### config.mk
export PLATFORM = sky130hd
export DESIGN_NAME = parity_push_stage
export DESIGN_NICKNAME = d
export VERILOG_FILES = /design/src/rtl/parity_push_stage.sv
export SDC_FILE = /design/constraint.sdc
export NUM_CORES = 1
export LEC_CHECK = 0
export CAP_MARGIN = 20
export CORE_ASPECT_RATIO = 1.2
export CORE_MARGIN = 3
export CORE_UTILIZATION = 35
export CTS_BUF_LIST = sky130_fd_sc_hd__clkbuf_8
export DETAILED_ROUTE_END_ITERATION = 16
export MAX_ROUTING_LAYER = met4
export PLACE_DENSITY = 0.63
export SLEW_MARGIN = 15
export SYNTH_ARGS = -nofsm -noshare
export SYNTH_HDL_FRONTEND = slang
export SYNTH_SLANG_ARGS = --single-unit
### constraint.sdc
create_clock -name clk -period 4.81 [get_ports clk]
set_input_delay 0.962 -clock clk [delete_from_list [all_inputs] [get_ports clk]]
set_output_delay 0.962 -clock clk [all_outputs]
set_load 0.01 [all_outputs]
### src/rtl/parity_push_stage.sv
// Parity-encoding feeder for the parity-checked FIFO: valid/ready intake,
// parity insertion with error injection, 2-entry skid buffer to the push port.
module parity_push_stage #(
  parameter int unsigned DATA_WIDTH = 32,
  parameter int unsigned EVEN_ODD   = 0,
  parameter int unsigned PARITY_BIT = 0
) (
  input  logic                  clk,
  input  logic                  rst,
  input  logic [DATA_WIDTH-1:0] src_data_i,
  input  logic                  src_valid_i,
  output logic                  src_ready_o,
  input  logic                  inj_err_i,
  output logic [DATA_WIDTH:0]   push_data_o,
  output logic                  push_valid_o,
  input  logic                  push_grant_i,
  output logic                  inj_pending_o,
  output logic [15:0]           word_cnt_o
);

  typedef enum logic [1:0] {EMPTY, BUSY, FULL} state_t;

  localparam logic SENSE = (EVEN_ODD != 0);

  state_t              state_q, state_d;
  logic                live_q;
  logic                pending_q;
  logic [DATA_WIDTH:0] main_q, skid_q;
  logic [15:0]         cnt_q;

  logic                acc, gnt, corrupt, par_bit;
  logic [DATA_WIDTH:0] enc_word;

  assign acc     = src_valid_i & src_ready_o;
  assign gnt     = push_valid_o & push_grant_i;
  assign corrupt = acc & (pending_q | inj_err_i);
  assign par_bit = (^src_data_i) ^ SENSE ^ corrupt;

  always_comb begin
    enc_word = '0;
    if (PARITY_BIT != 0) enc_word = {par_bit, src_data_i};
    else                 enc_word = {src_data_i, par_bit};
  end

  always_ff @(posedge clk or posedge rst) begin
    if (rst) state_q <= EMPTY;
    else     state_q <= state_d;
  end

  always_comb begin
    state_d = state_q;
    case (state_q)
      EMPTY: if (acc) state_d = BUSY;
      BUSY: begin
        if (acc && !gnt)      state_d = FULL;
        else if (!acc && gnt) state_d = EMPTY;
      end
      FULL:    if (gnt) state_d = BUSY;
      default: state_d = EMPTY;
    endcase
  end

  // Ready is decoded from flops only, so the grant never reaches src_ready_o.
  always_comb begin
    push_valid_o = (state_q != EMPTY);
    src_ready_o  = (state_q != FULL) & live_q;
  end

  always_ff @(posedge clk or posedge rst) begin
    if (rst) begin
      main_q <= '0;
      skid_q <= '0;
    end else begin
      case (state_q)
        EMPTY: if (acc) main_q <= enc_word;
        BUSY: begin
          if (acc && gnt) main_q <= enc_word;
          else if (acc)   skid_q <= enc_word;
        end
        FULL:    if (gnt) main_q <= skid_q;
        default: ;
      endcase
    end
  end

  // Same-edge request and accept consumes the request without arming it.
  always_ff @(posedge clk or posedge rst) begin
    if (rst) begin
      live_q    <= 1'b0;
      pending_q <= 1'b0;
      cnt_q     <= '0;
    end else begin
      live_q <= 1'b1;
      if (acc)            pending_q <= 1'b0;
      else if (inj_err_i) pending_q <= 1'b1;
      if (gnt) cnt_q <= cnt_q + 16'd1;
    end
  end

  assign push_data_o   = main_q;
  assign inj_pending_o = pending_q;
  assign word_cnt_o    = cnt_q;

endmodule

; ---- Yosys cells after proc, flatten, opt, wreduce, memory -nomap -nowiden
; Index checks and enable logic that the tools add are counted.
[totals]
regBits = 86
inputBits = 37
out_inout_bits = 52
elab_cells = 45
[classes]
addsub = 1
n_eq_ne = 7
mux = 11
bitwise = 7
reduce_logical = 13
[op_table]
columns = operator, n
row1 = $mux 33, 3
row2 = $pmux 33 s3, 1
row3 = $reduce_xor 32->1, 1
row4 = $add 16x1->16 const B, 1
row5 = $mux 2, 4
row6 = $ne 2x2->1 const B, 4
row7 = $pmux 2 s3, 1
row8 = $reduce_and 3->1, 2
row9 = $and 1x1->1, 4
row10 = $reduce_and 4->1, 1
row11 = $reduce_bool 2->1, 2
row12 = $logic_and 1x1->1, 3
row13 = $ne 3x3->1 const B, 1
row14 = $reduce_bool 3->1, 1
row15 = $eq 2x1->1 const B, 1
row16 = $eq 2x2->1 const B, 1
row17 = $logic_not 1->1, 2
row18 = $logic_not 2->1, 1
row19 = $mux 1, 2
row20 = $not 1->1, 1
row21 = $or 1x1->1, 1
row22 = $xor 1x1->1, 1

; ---- Longest topological paths before layout
[logic_depth]
ltp_word = 8
mapped_depth = 9
depth_no_buf = 7

; ---- Worst setup path after synthesis
; No wires, ideal clock.
[synth_timing]
kind = input-to-reg
startpoint = input src_data_i[3]
endpoint = register main_q[0], in the netlist push_data_o[0]
arrival_ns = 2.383
required_ns = 4.690
slack_ns = 2.307
cell_stages = 6
path_cell_list = xor2_1 xnor2_1 xnor2_2 xnor3_1 or4_1 and3_1
[synth_via]
elab_chain_len = 4
word_cells_on_any_way = 5
cone_classes = mux: 3 / bitwise: 1 / reduce/logical: 1
[synth_lines]
columns = item, line_no
row1 = from (decl), 10  ; input logic [DATA_WIDTH-1:0] src_data_i,
row2 = $reduce_xor 32->1 (*), 37  ; assign par_bit = (^src_data_i) ^ SENSE ^ corrupt;
row3 = $xor 1x1->1 (*), 37
row4 = $mux 33 (on tied branches), "77, 75"
row5 = $pmux 33 s3 (*), 74  ; case (state_q)
row6 = to (signal assigned), 75  ; EMPTY: if (acc) main_q <= enc_word;
row7 = to (signal assigned), 77  ; if (acc && gnt) main_q <= enc_word;
row8 = to (signal assigned), 80  ; FULL: if (gnt) main_q <= skid_q;
row9 = to (decl), 28  ; logic [DATA_WIDTH:0] main_q, skid_q;
; Mark *: on every way between the ends. The rest lies on a longest branch, timed or not. The select of a mux whose other input is x is not followed.
; A chain may end at the register's enable or synchronous reset.

; ---- Worst setup path in the final report
[layout_timing]
startpoint = register state_q[0]
endpoint = output src_ready_o
[layout_via]
elab_chain_len = 2
[layout_lines]
columns = item, line_no
row1 = from (decl), 25  ; state_t state_q, state_d;
row2 = from (signal assigned), 47  ; else state_q <= state_d;
row3 = $ne 2x2->1, 66  ; src_ready_o = (state_q != FULL) & live_q;
row4 = $and 1x1->1, 66
row5 = to (decl), 12  ; output logic src_ready_o,
; Every way passes these cells.

==> flow_metrics.py <==
metrics = {
    "routing": {
        "vias": 2663,
        "wirelength_mm": 8.29,
        "detail_route.wl_per_cell_um": 14.8,
        "drc_errors": 0,
        "viasPerCell": 4.76,
        "drt_pass1_iterations": 4,
        "first_iter_violations": 87,
        "postRouteAntennaNets": 0,
    },
    "sta": {
        "max_freq_mhz": 307,
        "finalSetupTns_ns": 0,
        "max_slew.worst_pin.slew_ns": 0.943,
        "hold_viol_final": 0,
        "finalMaxSlewViolations": 0,
        "finalWorstPathRequiredPeriod_ns": 3.26,
        "finClkSkew_ns": 0.0107,
        "slew-limit-headroom": 0.371,
        "rsz0062_at_grt": "false",
        "setup_viol": 0,
        "fin_crit_sh": 0.678,
    },
    "global_route": {
        "grtUsageTotal": 0.145,
        "grt-ovfl-total": 0,
        "grt_pass1_vias": 2779,
        "grt_max_degree": 36,
        "grt_first_pass_wirelength_mm": 13.8,
        "antenna_found_initial": 0,
    },
    "pwr": {
        "peakVddDrop_v": 0.000203,
        "power.switching_mw": 0.850,
        "p_leak_nw": 2.36,
        "pwr-share-seq": 0.436,
        "pwr-share-clk": 0.209,
        "p_int_mw": 1.87,
        "swShare": 0.313,
        "finalPower_mw": 2.72,
        "power.density_mw_per_mm2": 525,
        "power_frac_comb": 0.354,
    },
    "synth": {
        "ys_warn_count": 0,
        "netlist_instances": 337,
        "mappedNetlistNets": 378,
        "synthesis.area_sq_mm": 0.00394,
        "syn_area_per_cell_sq_um": 11.7,
        "synthDistinctLibCells": 31,
        "ys_seq_area_frac": 0.546,
        "ys_ff_latch": 86,
    },
    "placement": {
        "gp_congestion": 0.772,
        "placed_cell_area_sq_mm": 0.00496,
        "dpl.hpwl_mm": 5.86,
        "io_buffers": 88,
    },
    "critical_path": {
        "cp.arrival_ns": 2.30,
        "r2r_end": "push_data_o[9]$_DFFE_PP0P_",
        "r2r_start": "state_q[1]$_DFFE_PP0P_",
        "endpoint": "src_ready_o",
        "worstSetupStartpointType": "flop",
        "end_kind": "output port",
        "crit_type": "reg2out",
        "reg2reg_setup_slack_ns": 2.19,
        "critPathLaunch": "state_q[0]$_DFFE_PP0P_",
        "required_ns": 3.85,
        "crit_fanout": 28,
        "rr_worst_depth": 6,
    },
    "die": {
        "start_util": 0.366,
        "die_x_um": 103,
        "dieArea_sq_mm": 0.0126,
        "core_area_sq_mm": 0.0108,
        "rows": 41,
        "die_h_um": 122,
        "top_level_ports": 89,
    },
    "finish": {
        "final_cell_area_sq_mm": 0.00518,
        "diodes": 0,
        "area_delta_synth_final_pct": 31.5,
        "final_layout_size_suffix_gt1_frac": 0.135,
        "layout.nets": 467,
    },
    "clock_tree": {
        "holdBufCountCts": 0,
        "clockRootBuffer": "clkbuf_8",
        "cts.path.max_buffers": 2,
        "cts_num_sinks": 86,
        "clk_transition_reported_paths_ns": 0.09,
        "insertion_delay_ns": 0.36,
        "tritoncts": "built",
        "cts_resized": 0,
        "cts_buffers": 9,
        "h-tree-depth": 3,
        "post_cts_buffers": 0,
    },
    "worst_hold_path": {
        "hp-class": "reg2reg",
    },
    "status": {
        "status": "finished, final reports clean",
    },
    "flow_run": {
        "timing.max_cap.violations": 0,
    },
}
[logic make-up after synthesis]
logic type	synth area share
AO/OA/AOI/OAI	0.0501
XOR/XNOR	0.108
adder cells (fa/ha/maj)	0.0127
buffers and inverters	0.0228
flip-flops	0.546
multiplexers	0.173
other	0.000951
AND/OR/NAND/NOR	0.0873
[cells in the mapped netlist]
cell type | number | area [sq um]
dfrtp_1 | 86 | 2150
nand2_1 | 45 | 169
xnor2_1 | 36 | 315
o21ai_0 | 34 | 170
mux2_2 | 32 | 360
mux2i_1 | 32 | 320
nor2_1 | 10 | 37.5
clkbuf_1 | 9 | 33.8
xor2_1 | 8 | 70.1
inv_1 | 5 | 18.8
nand3_1 | 5 | 25.0
ha_1 | 4 | 50.1
nand4_1 | 4 | 25.0
a21oi_1 | 3 | 15.0
and2_1 | 3 | 18.8
nor3_1 | 3 | 15.0
buf_1 | 2 | 7.51
nand3b_1 | 2 | 15.0
nor2b_1 | 2 | 12.5
a21o_1 | 1 | 7.51
and3_1 | 1 | 6.26
buf_2 | 1 | 5.00
buf_6 | 1 | 11.3
clkbuf_8 | 1 | 13.8
conb_1 | 1 | 3.75
nand2b_1 | 1 | 6.26
o21ai_1 | 1 | 5.00
or2_2 | 1 | 6.26
or4_1 | 1 | 7.51
xnor2_2 | 1 | 16.3
xnor3_1 | 1 | 22.5
[layer usage]
layer / wire length, um / GRT usage / share of wire / up-vias
li1: - / - / - / 1312
met1: 3800 / 0.190 / 0.46 / 1264
met2: 3960 / 0.224 / 0.48 / 71
met3: 329 / 0.0222 / 0.040 / 16
met4: 195 / 0.0640 / 0.024 / 0
met5: 0 / - / 0 / -
[worst min-delay path by stage]
| stage | start | endpoint | slack, ns | cells past startpoint |
|---|---|---|---|---|
| 6_report | word_cnt_o[15]$_DFFE_PP0P_ | word_cnt_o[15]$_DFFE_PP0P_ | 0.47 | 1 |
| 5_1_grt | word_cnt_o[15]$_DFFE_PP0P_ | word_cnt_o[15]$_DFFE_PP0P_ | 0.50 | 1 |
| 4_1_cts | word_cnt_o[15]$_DFFE_PP0P_ | word_cnt_o[15]$_DFFE_PP0P_ | 0.48 | 1 |
| 3_5_place_dp | word_cnt_o[15]$_DFFE_PP0P_ | word_cnt_o[15]$_DFFE_PP0P_ | 0.47 | 1 |
| 3_3_place_gp | skid_q[0]$_DFFE_PP0P_ | skid_q[0]$_DFFE_PP0P_ | 0.46 | 2 |
| 2_1_floorplan | skid_q[0]$_DFFE_PP0P_ | skid_q[0]$_DFFE_PP0P_ | 0.45 | 2 |
[registers in the layout (all words and copies together), names as in the netlist]
| name | flops |
|---|---|
| live_q | 1 |
| inj_pending_o | 1 |
| state_q | 2 |
| word_cnt_o | 16 |
| push_data_o | 33 |
| skid_q | 33 |
[power by group through the flow]
| stage | registers, mW | clock network [mW] | logic [mW] |
|---|---|---|---|
| after floorplan | 1.23 | 0 | 0.466 |
| after global placement | 1.19 | 0 | 0.952 |
| after detailed placement | 1.20 | 0 | 0.982 |
| after CTS | 1.19 | 0.588 | 0.984 |
| after global routing | 1.23 | 0.613 | 1.07 |
| final | 1.19 | 0.569 | 0.964 |
[layout make-up]
cell class	count	area, sq um
clock inverters	7	97.6
inverters	5	20.0
flip-flops and latches	86	2150
clock buffers	9	124
multi-input cells	232	1720
repair buffers	92	911
well taps	129	161
fillers	1004	5590
[per-stage QoR]
stage / hold WS, ns / util / worst slack [ns] / instances
3_5_place_dp: 0.466 / 0.461 / 1.34 / 544
4_1_cts: 0.482 / 0.481 / 1.47 / 560
5_1_grt: 0.500 / 0.481 / 1.42 / 560
2_1_floorplan: 0.451 / - / 1.63 / 337
3_3_place_gp: 0.463 / 0.461 / 1.41 / 544
6_report: 0.473 / 0.481 / 1.55 / 560
[worst max-delay path, cell delays in order (launching register included)]
cell and delay, ns:
dfrtp_1 0.43, nand2b_2 0.65, and2_1 0.40, clkdlybuf4s50_1 0.47
[placed cells by master, fill, tap and decap left out, types with 2 or more instances in the layout]
| cell type | n |
|---|---|
| a21oi_1 | 2 |
| and2_1 | 3 |
| buf_4 | 4 |
| bufinv_16 | 2 |
| clkbuf_8 | 9 |
| clkdlybuf4s50_1 | 88 |
| clkinv_2 | 2 |
| clkinvlp_4 | 2 |
| dfrtp_1 | 86 |
| ha_1 | 4 |
| inv_1 | 4 |
| mux2_2 | 32 |
| mux2i_1 | 32 |
| nand2_1 | 44 |
| nand3_1 | 5 |
| nand3b_1 | 2 |
| nand4_1 | 4 |
| nor2_1 | 10 |
| nor2b_1 | 2 |
| nor3_1 | 3 |
| o21ai_0 | 34 |
| xnor2_1 | 36 |
| xor2_1 | 8 |
No activity file was read; power rests on OpenSTA's default activity.
